**config.mk**
```make
export PLATFORM = sky130hd
export DESIGN_NAME = multdiv_alu_sequencer_flat
export DESIGN_NICKNAME = d
export VERILOG_FILES = /design/src/rtl/multdiv_alu_sequencer_if.sv /design/src/rtl/multdiv_alu_sequencer.sv /design/src/flat_wrapper.sv
export SDC_FILE = /design/constraint.sdc
export NUM_CORES = 1
export LEC_CHECK = 0
export ABC_AREA = 1
export CORE_ASPECT_RATIO = 0.6
export CORE_MARGIN = 1.5
export CORE_UTILIZATION = 55
export CTS_CLUSTER_SIZE = 10
export DETAILED_ROUTE_END_ITERATION = 12
export PLACE_DENSITY = 0.87
export SETUP_SLACK_MARGIN = 0.5
export SLEW_MARGIN = 10
export SYNTH_ARGS = -nofsm -noshare
export SYNTH_HDL_FRONTEND = slang
export SYNTH_SLANG_ARGS = --single-unit
```
**constraint.sdc**
```tcl
create_clock -name clock -period 4.85 [get_ports clock]
set_input_delay 0.7275 -clock clock [delete_from_list [all_inputs] [get_ports clock]]
set_output_delay 0.7275 -clock clock [all_outputs]
set_load 0.005 [all_outputs]
```
**src/rtl/multdiv_alu_sequencer_if.sv**
```systemverilog
// Execute-stage bundle between the processor, the shared ALU and the multiply/divide sequencer.
// MULTDIV_REMAINDER_EN adds the data_remainder signal.
interface multdiv_alu_sequencer_if;
  logic        ctrl_MULT;
  logic        ctrl_DIV;
  logic [31:0] data_operandA;
  logic [31:0] data_operandB;
  logic [31:0] data_result;
  logic        data_exception;
  logic        data_resultRDY;
  logic [31:0] alu_opA;
  logic [31:0] alu_opB;
  logic [4:0]  alu_opcode;
  logic [4:0]  alu_shamt;
  logic [31:0] alu_result;
  logic        busy;
`ifdef MULTDIV_REMAINDER_EN
  logic [31:0] data_remainder;
`endif

  // Processor/ALU side
  modport master (
    output ctrl_MULT, ctrl_DIV, data_operandA, data_operandB, alu_result,
    input  data_result, data_exception, data_resultRDY, alu_opA, alu_opB,
           alu_opcode, alu_shamt, busy
`ifdef MULTDIV_REMAINDER_EN
    , input data_remainder
`endif
  );

  // Sequencer side
  modport slave (
    input  ctrl_MULT, ctrl_DIV, data_operandA, data_operandB, alu_result,
    output data_result, data_exception, data_resultRDY, alu_opA, alu_opB,
           alu_opcode, alu_shamt, busy
`ifdef MULTDIV_REMAINDER_EN
    , output data_remainder
`endif
  );
endinterface

```
**src/rtl/multdiv_alu_sequencer.sv**
```systemverilog
// Signed 32-bit multiply/divide sequencer that borrows the execute-stage ALU for one add/sub per cycle.
// Optional MULTDIV_REMAINDER_EN: signed remainder output, negated in an extra ALU cycle on DIV.
module multdiv_alu_sequencer #(
  parameter logic [31:0] DIVZERO_RESULT = 32'h0000_0000,
  parameter int unsigned ITERS          = 32
) (
  input logic                    clock,
  input logic                    reset,
  multdiv_alu_sequencer_if.slave bus
);
  localparam int unsigned W     = 32;
  localparam int unsigned CNT_W = 5;
  localparam logic [4:0]  OP_ADD = 5'b00000;
  localparam logic [4:0]  OP_SUB = 5'b00001;

  typedef enum logic [2:0] {S_IDLE, S_LOAD, S_ITER, S_FIX, S_REM, S_DONE} state_e;

  state_e           state_q, state_d;
  logic [CNT_W-1:0] cnt_q, cnt_d;
  logic             div_q, div_d;
  logic             dz_q, dz_d;
  logic             sign_q, sign_d;
  logic [W-1:0]     a_q, a_d;
  logic [W-1:0]     b_q, b_d;
  logic [W-1:0]     hi_q, hi_d;
  logic [W-1:0]     lo_q, lo_d;
  logic [W-1:0]     result_q, result_d;
  logic             exc_q, exc_d;
  logic             rdy_q, busy_q;
  logic [W-1:0]     opa_q, opa_d;
  logic [W-1:0]     opb_q, opb_d;
  logic [4:0]       opc_q, opc_d;
`ifdef MULTDIV_REMAINDER_EN
  logic             sa_q, sa_d;
  logic [W-1:0]     res_q, res_d;
  logic [W-1:0]     rem_q, rem_d;
`endif

  logic [W-1:0] rs;
  logic [W-1:0] mul_b;
  logic         carry;
  logic         nb;
  logic [W-1:0] fix_res;
  logic         fix_exc;

  // Next-state, datapath and registered-ALU-input computation
  always_comb begin
    state_d  = state_q;
    cnt_d    = cnt_q;
    div_d    = div_q;
    dz_d     = dz_q;
    sign_d   = sign_q;
    a_d      = a_q;
    b_d      = b_q;
    hi_d     = hi_q;
    lo_d     = lo_q;
    result_d = result_q;
    exc_d    = exc_q;
    opa_d    = '0;
    opb_d    = '0;
    opc_d    = OP_ADD;
    rs       = {hi_q[W-2:0], lo_q[W-1]};
    mul_b    = lo_q[0] ? a_q : '0;
    carry    = 1'b0;
    nb       = 1'b0;
    fix_res  = sign_q ? bus.alu_result : lo_q;
    fix_exc  = div_q ? (~sign_q & lo_q[W-1])
                     : ((hi_q != '0) | (lo_q[W-1] & (~sign_q | (lo_q[W-2:0] != '0))));
`ifdef MULTDIV_REMAINDER_EN
    sa_d     = sa_q;
    res_d    = res_q;
    rem_d    = rem_q;
`endif

    case (state_q)
      S_IDLE: begin
        if (bus.ctrl_MULT | bus.ctrl_DIV) begin
          state_d = S_LOAD;
          div_d   = ~bus.ctrl_MULT;
          a_d     = bus.data_operandA;
          b_d     = bus.data_operandB;
          sign_d  = bus.data_operandA[W-1] ^ bus.data_operandB[W-1];
`ifdef MULTDIV_REMAINDER_EN
          sa_d    = bus.data_operandA[W-1];
`endif
        end
      end
      S_LOAD: begin
        a_d   = a_q[W-1] ? -a_q : a_q;
        b_d   = b_q[W-1] ? -b_q : b_q;
        cnt_d = '0;
        hi_d  = '0;
        lo_d  = div_q ? a_d : b_d;
        dz_d  = div_q & (b_q == '0);
        state_d = dz_d ? S_FIX : S_ITER;
      end
      S_ITER: begin
        cnt_d = cnt_q + CNT_W'(1);
        if (div_q) begin
          // Restoring step: keep the ALU difference only when the shifted remainder covers |B|
          nb   = hi_q[W-1] | (rs[W-1] & ~b_q[W-1]) |
                 (~(rs[W-1] ^ b_q[W-1]) & ~bus.alu_result[W-1]);
          hi_d = nb ? bus.alu_result : rs;
          lo_d = {lo_q[W-2:0], nb};
        end else begin
          carry = (hi_q[W-1] & mul_b[W-1]) |
                  ((hi_q[W-1] | mul_b[W-1]) & ~bus.alu_result[W-1]);
          hi_d  = {carry, bus.alu_result[W-1:1]};
          lo_d  = {bus.alu_result[0], lo_q[W-1:1]};
        end
        if (cnt_q == CNT_W'(ITERS - 1)) state_d = S_FIX;
      end
      S_FIX: begin
        state_d = S_DONE;
        if (dz_q) begin
          result_d = DIVZERO_RESULT;
          exc_d    = 1'b1;
`ifdef MULTDIV_REMAINDER_EN
          rem_d    = '0;
`endif
        end else begin
          result_d = fix_res;
          exc_d    = fix_exc;
`ifdef MULTDIV_REMAINDER_EN
          rem_d    = '0;
          if (div_q) begin
            res_d   = fix_res;
            state_d = S_REM;
          end
`endif
        end
      end
`ifdef MULTDIV_REMAINDER_EN
      S_REM: begin
        result_d = res_q;
        exc_d    = ~sign_q & lo_q[W-1];
        rem_d    = sa_q ? bus.alu_result : hi_q;
        state_d  = S_DONE;
      end
`endif
      S_DONE:  state_d = S_IDLE;
      default: state_d = S_IDLE;
    endcase

    // ALU inputs are registered, so they are prepared from the upcoming state
    case (state_d)
      S_ITER: begin
        if (div_d) begin
          opa_d = {hi_d[W-2:0], lo_d[W-1]};
          opb_d = b_d;
          opc_d = OP_SUB;
        end else begin
          opa_d = hi_d;
          opb_d = lo_d[0] ? a_d : '0;
          opc_d = OP_ADD;
        end
      end
      S_FIX: begin
        if (!dz_d) begin
          opb_d = lo_d;
          opc_d = OP_SUB;
        end
      end
      S_REM: begin
        opb_d = hi_d;
        opc_d = OP_SUB;
      end
      default: ;
    endcase
  end

  always_ff @(posedge clock) begin
    if (reset) begin
      state_q  <= S_IDLE;
      cnt_q    <= '0;
      div_q    <= 1'b0;
      dz_q     <= 1'b0;
      sign_q   <= 1'b0;
      a_q      <= '0;
      b_q      <= '0;
      hi_q     <= '0;
      lo_q     <= '0;
      result_q <= '0;
      exc_q    <= 1'b0;
      rdy_q    <= 1'b0;
      busy_q   <= 1'b0;
      opa_q    <= '0;
      opb_q    <= '0;
      opc_q    <= OP_ADD;
`ifdef MULTDIV_REMAINDER_EN
      sa_q     <= 1'b0;
      res_q    <= '0;
      rem_q    <= '0;
`endif
    end else begin
      state_q  <= state_d;
      cnt_q    <= cnt_d;
      div_q    <= div_d;
      dz_q     <= dz_d;
      sign_q   <= sign_d;
      a_q      <= a_d;
      b_q      <= b_d;
      hi_q     <= hi_d;
      lo_q     <= lo_d;
      result_q <= result_d;
      exc_q    <= exc_d;
      rdy_q    <= (state_d == S_DONE);
      busy_q   <= (state_d != S_IDLE);
      opa_q    <= opa_d;
      opb_q    <= opb_d;
      opc_q    <= opc_d;
`ifdef MULTDIV_REMAINDER_EN
      sa_q     <= sa_d;
      res_q    <= res_d;
      rem_q    <= rem_d;
`endif
    end
  end

  assign bus.data_result    = result_q;
  assign bus.data_exception = exc_q;
  assign bus.data_resultRDY = rdy_q;
  assign bus.busy           = busy_q;
  assign bus.alu_opA        = opa_q;
  assign bus.alu_opB        = opb_q;
  assign bus.alu_opcode     = opc_q;
  assign bus.alu_shamt      = 5'd0;
`ifdef MULTDIV_REMAINDER_EN
  assign bus.data_remainder = rem_q;
`endif

endmodule

```
**src/flat_wrapper.sv**
```systemverilog
// flat-port wrapper written by rule: the top's interface ports become plain ports
module multdiv_alu_sequencer_flat 
#(
  parameter logic [31:0] DIVZERO_RESULT = 32'h0000_0000,
  parameter int unsigned ITERS          = 32
)
  (clock, reset, bus_ctrl_MULT, bus_ctrl_DIV, bus_data_operandA, bus_data_operandB, bus_alu_result, bus_data_result, bus_data_exception, bus_data_resultRDY, bus_alu_opA, bus_alu_opB, bus_alu_opcode, bus_alu_shamt, bus_busy);
  multdiv_alu_sequencer_if bus_i ();
  input logic clock;
  input logic reset;
  input wire logic [$bits(bus_i.ctrl_MULT)-1:0] bus_ctrl_MULT;
  input wire logic [$bits(bus_i.ctrl_DIV)-1:0] bus_ctrl_DIV;
  input wire logic [$bits(bus_i.data_operandA)-1:0] bus_data_operandA;
  input wire logic [$bits(bus_i.data_operandB)-1:0] bus_data_operandB;
  input wire logic [$bits(bus_i.alu_result)-1:0] bus_alu_result;
  output wire logic [$bits(bus_i.data_result)-1:0] bus_data_result;
  output wire logic [$bits(bus_i.data_exception)-1:0] bus_data_exception;
  output wire logic [$bits(bus_i.data_resultRDY)-1:0] bus_data_resultRDY;
  output wire logic [$bits(bus_i.alu_opA)-1:0] bus_alu_opA;
  output wire logic [$bits(bus_i.alu_opB)-1:0] bus_alu_opB;
  output wire logic [$bits(bus_i.alu_opcode)-1:0] bus_alu_opcode;
  output wire logic [$bits(bus_i.alu_shamt)-1:0] bus_alu_shamt;
  output wire logic [$bits(bus_i.busy)-1:0] bus_busy;
  assign bus_i.ctrl_MULT = bus_ctrl_MULT;
  assign bus_i.ctrl_DIV = bus_ctrl_DIV;
  assign bus_i.data_operandA = bus_data_operandA;
  assign bus_i.data_operandB = bus_data_operandB;
  assign bus_i.alu_result = bus_alu_result;
  assign bus_data_result = bus_i.data_result;
  assign bus_data_exception = bus_i.data_exception;
  assign bus_data_resultRDY = bus_i.data_resultRDY;
  assign bus_alu_opA = bus_i.alu_opA;
  assign bus_alu_opB = bus_i.alu_opB;
  assign bus_alu_opcode = bus_i.alu_opcode;
  assign bus_alu_shamt = bus_i.alu_shamt;
  assign bus_busy = bus_i.busy;
  multdiv_alu_sequencer #(.DIVZERO_RESULT(DIVZERO_RESULT), .ITERS(ITERS)) u_core (.clock(clock), .reset(reset), .bus(bus_i));
endmodule
```
Word level (Yosys, flattened, before mapping)
Index checks and enable logic that the tools add are counted.

operators by class
  $add $sub $neg = 3
  equal/unequal tests = 8
  bitwise operators = 22
  reductions and logical operators = 8
  mux-type cells = 33

operators by type and width
  operator                                              number
  two-way mux 32 bit                                    15
  case mux 32 bit (2 select lines)                      4
  case mux 32 bit (3 select lines)                      1
  negator 32 bit                                        2
  logical NOT 32 bit                                    1
  nonzero test 32 bit                                   1
  nonzero test 31 bit                                   1
  case mux 5 bit (3 select lines)                       1
  equality test 3 x 2 -> 1 bit (second input constant)  4
  case mux 3 bit (4 select lines)                       1
  case mux 5 bit (2 select lines)                       1
  two-way mux 1 bit                                     8
  bitwise AND 1 bit                                     7
  bitwise OR 1 bit                                      7
  equality test 3 bit (second input constant)           2
  two-way mux 3 bit                                     2
  NOT 1 bit                                             6
  adder 5 x 1 -> 5 bit (second input constant)          1
  equality test 5 bit (second input constant)           1
  equality test 3 x 1 -> 1 bit (second input constant)  1
  logical NOT 3 bit                                     1
  nonzero test 3 bit                                    1
  AND reduction 2 bit                                   1
  nonzero test 2 bit                                    1
  2 further kinds                                       3

word-level totals
  word-level logic and storage cells = 90
  flip-flop bits (word level) = 243

Logic depth before layout (Yosys ltp)
Gate-level depths: netlist (run 1).

  depth in word-level cells = 9
  gate-level depth with buffers = 15
  mapped depth without buffers = 15

Worst setup path before layout (run 1)
OpenSTA, ideal clock, no wires.

  path kind = reg2reg
  start point = register u_core.b_q[31]
  end point = register u_core.opb_q[28] (netlist: u_core.bus.alu_opB[28])
  setup time = 0.067 ns
  arrival time = 2.238 ns
  data required time = 4.783 ns
  stages on the path, launching flop included = 15
  setup slack = 2.544 ns
  path through = dfxtp_1 inv_1 buf_1 ha_1 inv_1 o21ai_1 inv_1 a21oi_2 nor3_4 nor2_2 nand2_2 buf_4 o21ai_1 inv_2 a21oi_2

between the ends
  cells in the longest elaborated chain, start to end = 9
  elaborated cells between the ends (all ways) = 27
  classes of those cells = eq/ne (3); mux (15); bitwise (8); reduce/logical (1)

ends and longest elaborated chain
  item                                                                        line                          RTL
  start, declared                                                             multdiv_alu_sequencer.sv:24   logic [W-1:0] b_q, b_d;
  start signal, assigned                                                      multdiv_alu_sequencer.sv:180  b_q <= '0;
  start signal, assigned                                                      multdiv_alu_sequencer.sv:202  b_q <= b_d;
  parallel branches: the longest is 8 deep, another holds logical NOT 32 bit  n/a
  case mux 32 bit (3 select lines) (*)                                        multdiv_alu_sequencer.sv:146  case (state_d)
  end signal, assigned                                                        multdiv_alu_sequencer.sv:210  opb_q <= opb_d;
  end, declared                                                               multdiv_alu_sequencer.sv:31   logic [W-1:0] opb_q, opb_d;

Mark *: on every way between the ends.
A chain may end at the register's enable or synchronous reset.

Worst setup path after layout (run 1)
  start point = register u_core.b_q[1]
  end point = register u_core.opb_q[14] (netlist: u_core.bus.alu_opB[14])

between the ends
  cells in the longest elaborated chain, start to end = 6
  elaborated cells between the ends (all ways) = 16
  classes of those cells = add/sub (1); eq/ne (3); mux (10); bitwise (1); reduce/logical (1)

ends and longest elaborated chain
  item                                                                                 line                                                      RTL
  negator 32 bit or logical NOT 32 bit (tied branches)                                 multdiv_alu_sequencer.sv:90, multdiv_alu_sequencer.sv:94
  two-way mux 32 bit or bitwise AND 1 bit (tied branches)                              multdiv_alu_sequencer.sv:90, multdiv_alu_sequencer.sv:94
  two-way mux 32 bit or two-way mux 1 bit (tied branches)                              multdiv_alu_sequencer.sv:93, multdiv_alu_sequencer.sv:95
  case mux 32 bit (2 select lines) or case mux 3 bit (4 select lines) (tied branches)  multdiv_alu_sequencer.sv:75                               case (state_q)
  two-way mux 32 bit, or another cell as far along                                     multdiv_alu_sequencer.sv:159                              if (!dz_d) begin
  case mux 32 bit (3 select lines) (*)                                                 multdiv_alu_sequencer.sv:146

Mark *: on every way between the ends. The rest lies on a longest branch, timed or not.

==> flow_metrics.py, run 1 <==
metrics = {
    "logic_synthesis": {
        "synth_top_family_by_area": "simple AND/OR/NAND/NOR gates",
        "synth_cells": 2143,
        "yosysWarnings": 0,
        "seq_area_frac_synth_pct": 35.5,
        "post_synth_instance_area_um2": 13500,
        "synth_adder_area_share_pct": 0.464,
        "synth_simple_gate_area_share_pct": 29.5,
        "area_fraction_in_compound_gates_after_synthesis_pct": 21.2,
        "synth_mux_area_share_pct": 0,
        "yosysUniqueCellTypes": 50,
        "syn_area_per_cell_um2": 6.29,
        "yosys.area_share.xor_xnor_pct": 2.01,
        "synth_seq_cells": 239,
    },
    "setup_path": {
        "critical_path.max_fanout": 21,
        "startpoint_type": "flop",
        "arrival_ns": 3.54,
        "worst-setup-path-type": "reg2reg",
        "worstPathRequired_ns": 5.21,
        "reg2reg_setup_slack_ns": 1.67,
        "critPathCaptureType": "flop",
    },
    "power_and_ir_drop": {
        "power_density_nw_per_um2": 405,
        "power.leakage_nw": 6.55,
        "peakVddDrop_v": 0.000265,
    },
    "timing": {
        "fin_ws_ns": 1.67,
        "timing.final.crit_period_ns": 3.18,
        "tightestPinTransition_ns": 1.10,
        "fin_tns_setup_ns": 0,
        "finalMaxSlewViolations": 0,
        "unrepaired_setup_endpoints_after_global_routing": "no",
        "hold_viol_final": 0,
        "slew-limit-headroom_pct": 26.7,
        "setup_viol": 0,
        "fin_skew_ns": 0.0251,
        "fmaxAchievable_mhz": 314,
        "min_period_over_period_pct": 65.6,
    },
    "cells_and_area": {
        "finish.net_count": 2372,
        "post_route_cells_drive_above_1_share_pct": 4.01,
        "post_layout_nonfiller_instances": 2589,
        "syn2layout_area_growth_pct": 20.1,
        "n_fill_cell": 2182,
        "mostFrequentLayoutCells": "sky130_fd_sc_hd__nand2_1, sky130_fd_sc_hd__nor2_1, sky130_fd_sc_hd__inv_1, sky130_fd_sc_hd__dfxtp_1, sky130_fd_sc_hd__o21ai_0",
        "design_area_um2": 16200,
        "insertedDiodeCount": 0,
        "mostFrequentLayoutCell": "sky130_fd_sc_hd__nand2_1",
    },
    "floorplanning": {
        "core.rowCount": 44,
        "boundaryPins": 209,
        "initial_util_pct": 55.9,
        "dieArea_um2": 25500,
        "core_region_area_um2": 24100,
        "die_width_um": 205,
        "die_y_um": 124,
    },
    "route": {
        "1st_pass_router_iterations": 7,
        "ant_nets": 0,
        "drc": 0,
        "detail_route.wirelength_mm": 50.6,
        "detail_route.wl_per_cell_um": 19.5,
        "initialDrtViolationCount": 2031,
        "num_vias": 15300,
        "vias_per_cell": 5.92,
    },
    "global_route": {
        "grt.total_usage_pct": 39.1,
        "wire_length_of_the_first_global_routing_pass_mm": 77.8,
        "overflow_left_after_global_routing": 0,
        "first_global_vias": 13900,
        "maximum_number_of_pins_on_one_net_before_global_route_repair": 96,
        "grt_antenna_before_repair": 0,
    },
    "clocking": {
        "cts_sinks": 239,
        "holdBufCountCts": 0,
        "cts.root.buffer_cell": "sky130_fd_sc_hd__clkbuf_16",
        "worst_setup_hold_path_clk_slew_ns": 0.06,
        "tritoncts_clock_tree": "yes",
        "cts_inserted_buffers": 27,
        "cts-htree-levels": 1,
        "worst_skew_pair.late_latency_ns": 0.56,
        "clock_tree.buffer_depth": 3,
        "cts_setup_buffers": 0,
        "cts.repair.resized": 0,
    },
    "place": {
        "buffer_ports.inserted": 199,
        "placement.setup.worst_slack_ns": 1.66,
        "detailed_place.area_um2": 15500,
        "placed_wire_length_estimate_after_detailed_placement_mm": 36.4,
        "placed_cells_incl_taps": 2560,
        "gp_routability_congestion": 1.01,
    },
    "hold_path": {
        "min_path_type": "reg2reg",
    },
    "flow_run": {
        "maxCapViolCount": 0,
    },
    "status": {
        "result_of_the_run": "finished clean",
    },
}
## kinds of logic (layout without fill, tap and decap cells)
kind of cell / after synthesis / count (layout)
AOI/OAI and AO/OA: 521 / 521
xor gates and xnor gates: 31 / 31
adders and majority gates: 5 / 5
buffers and inverters: 387 / 503
DFF: 239 / 239
other: 1 / 9
and+or+nand+nor: 959 / 959
## report_power, final
group | internal (mW) | switching [mW] | leakage, nW
combinational | 0.742 | 1.65 | 4.26
clock | 0.977 | 0.800 | 0.338
sequential | 2.17 | 0.220 | 1.95
## stage by stage
stage	hold slack, ns	utilization [%]	total power [mW]
after floorplan	0.436	-	3.93
after global placement	0.452	64.3	4.67
after detailed placement	0.457	64.3	4.70
after CTS	0.466	67.2	6.45
after global routing	0.483	67.2	6.88
final	0.465	67.2	6.56
## worst max-delay path: stages (launching register included)
cell                      delay (ns)
sky130_fd_sc_hd__dfxtp_1        0.31
sky130_fd_sc_hd__inv_1          0.11
sky130_fd_sc_hd__ha_1           0.21
sky130_fd_sc_hd__nand3_1        0.15
sky130_fd_sc_hd__nor2_2         0.37
sky130_fd_sc_hd__nand4_1        0.37
sky130_fd_sc_hd__inv_1          0.16
sky130_fd_sc_hd__nand2_2        0.09
sky130_fd_sc_hd__nand3_2        0.15
sky130_fd_sc_hd__inv_2          0.13
sky130_fd_sc_hd__nand2_2        0.43
sky130_fd_sc_hd__nor2_1         0.11
sky130_fd_sc_hd__a21oi_1        0.24
sky130_fd_sc_hd__a21oi_1        0.14
## cells in the mapped netlist (all sizes together)
cell type	instances	area (µm²)
nand2	444	1700
nor2	330	1270
inv	257	965
o21ai	242	1210
dfxtp	239	4780
a21oi	191	971
nand3	143	721
clkbuf	77	289
buf	53	277
a211oi	33	248
xor2	27	236
nand4	19	119
o22ai	14	93.8
o221ai	12	105
nor4	10	68.8
o211ai	10	75.1
nor3	7	62.6
a31oi	5	31.3
ha	5	62.6
o21bai	4	30.0
xnor2	4	35.0
and2	2	12.5
nand3b	2	15.0
o21a	2	15.0
or2	2	12.5
a21o	1	7.51
a22oi	1	7.51
a311oi	1	8.76
a31o	1	8.76
a41o	1	10.0
conb	1	3.75
o2111ai	1	8.76
o221a	1	11.3
o31ai	1	7.51
## metal layers
layer	vias up	routed length (µm)	GRT usage, %
li1	7186	-	-
met5	-	0	0
met1	7014	21700	57.1
met2	1015	20900	56.3
met3	104	6650	10.4
met4	0	1360	10.6
## cell type report
class                      instances  area [µm²]  area share, %
clock buffer                      28         679           4.20
clock inverter                     1        8.76         0.0541
inverter                         257         965           5.96
multi-input combinational       1525        7220           44.6
sequential                       239        4790           29.6
tap                              322         403           2.49
timing repair buffer             217        2130           13.1
## worst paths after layout
kind                            depth (start not counted)                        from                         end
worst max register to register                         13               u_core.b_q[1]      u_core.bus.alu_opB[14]
worst min-delay path                                    2  u_core.bus.data_result[17]  u_core.bus.data_result[17]
worst min register to register                          2  u_core.bus.data_result[17]  u_core.bus.data_result[17]
worst max-delay path                                   13               u_core.b_q[1]      u_core.bus.alu_opB[14]
## sequential cells by signal, summed over array words and instances (netlist names)
signal                     count
u_core.state_q                 3
u_core.bus.data_result        32
u_core.sign_q                  1
u_core.cnt_q                   5
u_core.bus.alu_opA            32
u_core.a_q                    32
u_core.div_q                   1
u_core.dz_q                    1
u_core.lo_q                   32
u_core.bus.alu_opB            32
u_core.hi_q                   32
u_core.bus.data_exception      1
u_core.bus.alu_opcode          1
u_core.b_q                    32
u_core.bus.busy                1
u_core.bus.data_resultRDY      1
Power figures use the tool's default switching activity.
==> run 2, diff against run 1 <==
--- a/config.mk
+++ b/config.mk
@@ -8,10 +8,10 @@
 export ABC_AREA = 1
 export CORE_ASPECT_RATIO = 0.6
 export CORE_MARGIN = 1.5
-export CORE_UTILIZATION = 55
+export CORE_UTILIZATION = 50
 export CTS_CLUSTER_SIZE = 10
 export DETAILED_ROUTE_END_ITERATION = 12
-export PLACE_DENSITY = 0.87
+export PLACE_DENSITY = 0.84
 export SETUP_SLACK_MARGIN = 0.5
 export SLEW_MARGIN = 10
 export SYNTH_ARGS = -nofsm -noshare
==> constraint.sdc (replaced) <==
create_clock -name clock -period 2.75 [get_ports clock]
set_input_delay 0.4125 -clock clock [delete_from_list [all_inputs] [get_ports clock]]
set_output_delay 0.4125 -clock clock [all_outputs]
set_load 0.005 [all_outputs]
==> flow_metrics.py, run 2 (same netlist as run 1, synthesis figures left out) <==
metrics = {
    "clocking": {
        "cts_inserted_buffers": 28,
        "worst_skew_pair.late_latency_ns": 0.57,
        "clock_tree.buffer_depth": 3,
        "cts-htree-levels": 1,
        "cts_sinks": 239,
        "worst_setup_hold_path_clk_slew_ns": 0.06,
        "cts.root.buffer_cell": "sky130_fd_sc_hd__clkbuf_16",
        "tritoncts_clock_tree": "yes",
        "holdBufCountCts": 0,
    },
    "timing": {
        "unrepaired_setup_endpoints_after_global_routing": "yes",
        "hold_ws_ns": 0.300,
        "hold_viol_final": 0,
        "min_period_over_period_pct": 85.5,
        "timing.final.crit_period_ns": 2.35,
        "fin_skew_ns": 0.0206,
        "slew-limit-headroom_pct": 48.1,
        "setup_viol": 0,
        "tightestPinTransition_ns": 0.778,
        "finalMaxSlewViolations": 0,
        "fmaxAchievable_mhz": 425,
        "fin_tns_setup_ns": 0,
    },
    "global_route": {
        "grt_antenna_before_repair": 1,
        "wire_length_of_the_first_global_routing_pass_mm": 77.4,
        "first_global_vias": 13600,
        "overflow_left_after_global_routing": 0,
        "maximum_number_of_pins_on_one_net_before_global_route_repair": 79,
        "grt.total_usage_pct": 35.6,
    },
    "status": {
        "result_of_the_run": "finished clean",
    },
    "place": {
        "detailed_place.area_um2": 15900,
        "placed_wire_length_estimate_after_detailed_placement_mm": 37.6,
        "buffer_ports.inserted": 199,
        "gp_routability_congestion": 1.07,
    },
    "route": {
        "initialDrtViolationCount": 2349,
        "detail_route.wirelength_mm": 53.0,
        "ant_nets": 0,
        "num_vias": 15500,
        "drc": 0,
        "vias_per_cell": 5.78,
        "detail_route.wl_per_cell_um": 19.8,
        "1st_pass_router_iterations": 6,
    },
    "hold_path": {
        "min_path_cells": 2,
        "min_path_type": "in2reg",
    },
    "setup_path": {
        "critical_path.reg2reg.startpoint": "u_core.state_q[2]",
        "worst-setup-path-type": "reg2reg",
        "reg2reg_depth": 11,
        "critPathCaptureType": "flop",
        "setup.worst_path.start": "u_core.state_q[2]",
        "reg2reg_to": "u_core.bus.alu_opB[1]",
        "worstPathRequired_ns": 3.18,
        "reg2reg_setup_slack_ns": 0.40,
        "startpoint_type": "flop",
        "arrival_ns": 2.78,
        "worstSetupEndpoint": "u_core.bus.alu_opB[1]",
        "critical_path.max_fanout": 75,
    },
    "cells_and_area": {
        "n_fill_cell": 2441,
        "mostFrequentLayoutCell": "sky130_fd_sc_hd__nand2_1",
        "design_area_um2": 17200,
        "post_route_cells_drive_above_1_share_pct": 9.17,
        "finish.net_count": 2427,
        "insertedDiodeCount": 0,
        "syn2layout_area_growth_pct": 27.8,
        "mostFrequentLayoutCells": "sky130_fd_sc_hd__nand2_1, sky130_fd_sc_hd__nor2_1, sky130_fd_sc_hd__inv_1, sky130_fd_sc_hd__dfxtp_1, sky130_fd_sc_hd__o21ai_0",
    },
    "floorplanning": {
        "initial_util_pct": 50.9,
        "die_width_um": 215,
        "boundaryPins": 209,
        "core_region_area_um2": 26500,
        "dieArea_um2": 28000,
        "core.rowCount": 46,
        "die_y_um": 130,
    },
    "power_and_ir_drop": {
        "power_density_nw_per_um2": 712,
        "peakVddDrop_v": 0.000475,
        "power.leakage_nw": 6.97,
        "p_total_mw": 12.3,
    },
    "flow_run": {
        "maxCapViolCount": 0,
    },
}
==> run 2: cell types whose count changed in the layout (fill, tap and decap cells not counted), sizes merged <==
cell    delta
buf       +51
clkbuf     +6
==> run 2: worst min path at each step <==
| stage | from | to | slack, ns |
|---|---|---|---|
| CTS | reset | u_core.a_q[19] | 0.31 |
| global route | reset | u_core.b_q[20] | 0.33 |
| finish | reset | u_core.b_q[20] | 0.30 |
| floorplan | u_core.cnt_q[3] | u_core.cnt_q[3] | 0.44 |
| detailed placement | u_core.bus.data_result[17] | u_core.bus.data_result[17] | 0.46 |
| global placement | u_core.cnt_q[3] | u_core.cnt_q[3] | 0.45 |
==> run 2: final cells by class <==
| type | instances | area (µm²) | area share, % |
|---|---|---|---|
| clock buffers | 31 | 743 | 4.31 |
| clock inverters | 1 | 8.76 | 0.0508 |
| inverters | 257 | 980 | 5.69 |
| multi-input cells | 1525 | 7500 | 43.5 |
| flip-flops and latches | 239 | 4800 | 27.8 |
| well taps | 360 | 450 | 2.61 |
| repair buffers | 271 | 2750 | 16.0 |
==> run 2: timing repair <==
action,4_1_cts,5_1_grt
pin swaps,4,20
gates resized for setup,18,87
cloned,0,3
setup endpoints to repair,32,66
buffers inserted,5,13
==> run 2: per-layer routing <==
layer / vias to the layer above / share of wire (%) / GRT usage (%)
li1: 7296 / - / -
met5: - / 0.025 / 0
met3: 113 / 13 / 11.1
met2: 1019 / 40 / 51.2
met1: 7088 / 43 / 51.3
met4: 2 / 2.9 / 9.05
==> run 2: critical path, cell delays in order (launching register included) <==
cell	delay [ns]
sky130_fd_sc_hd__dfxtp_2	0.42
sky130_fd_sc_hd__nor2_8	0.06
sky130_fd_sc_hd__nand2_4	0.16
sky130_fd_sc_hd__inv_2	0.09
sky130_fd_sc_hd__buf_12	0.21
sky130_fd_sc_hd__o21ai_0	0.14
sky130_fd_sc_hd__nor2_1	0.07
sky130_fd_sc_hd__a211oi_1	0.53
sky130_fd_sc_hd__o22ai_1	0.23
sky130_fd_sc_hd__nor2_1	0.12
sky130_fd_sc_hd__buf_4	0.11
sky130_fd_sc_hd__nor2_1	0.03
==> run 2: where the power goes <==
part	switching [mW]	total, mW	internal [mW]	leakage (nW)
combinational	3.09	4.69	1.60	4.65
clock	1.48	3.36	1.87	0.370
sequential	0.387	4.22	3.83	1.96
==> run 2: through the flow <==
stage / std cells / util [%] / setup WS [ns]
6_report: 2684 / 65.1 / 0.399
5_1_grt: 2684 / 65.1 / 0.301
4_1_cts: 2668 / 63.3 / 0.457
3_5_place_dp: 2631 / 60.1 / 0.202
3_3_place_gp: 2631 / 60.1 / 0.219
2_1_floorplan: 2151 / - / 0.561
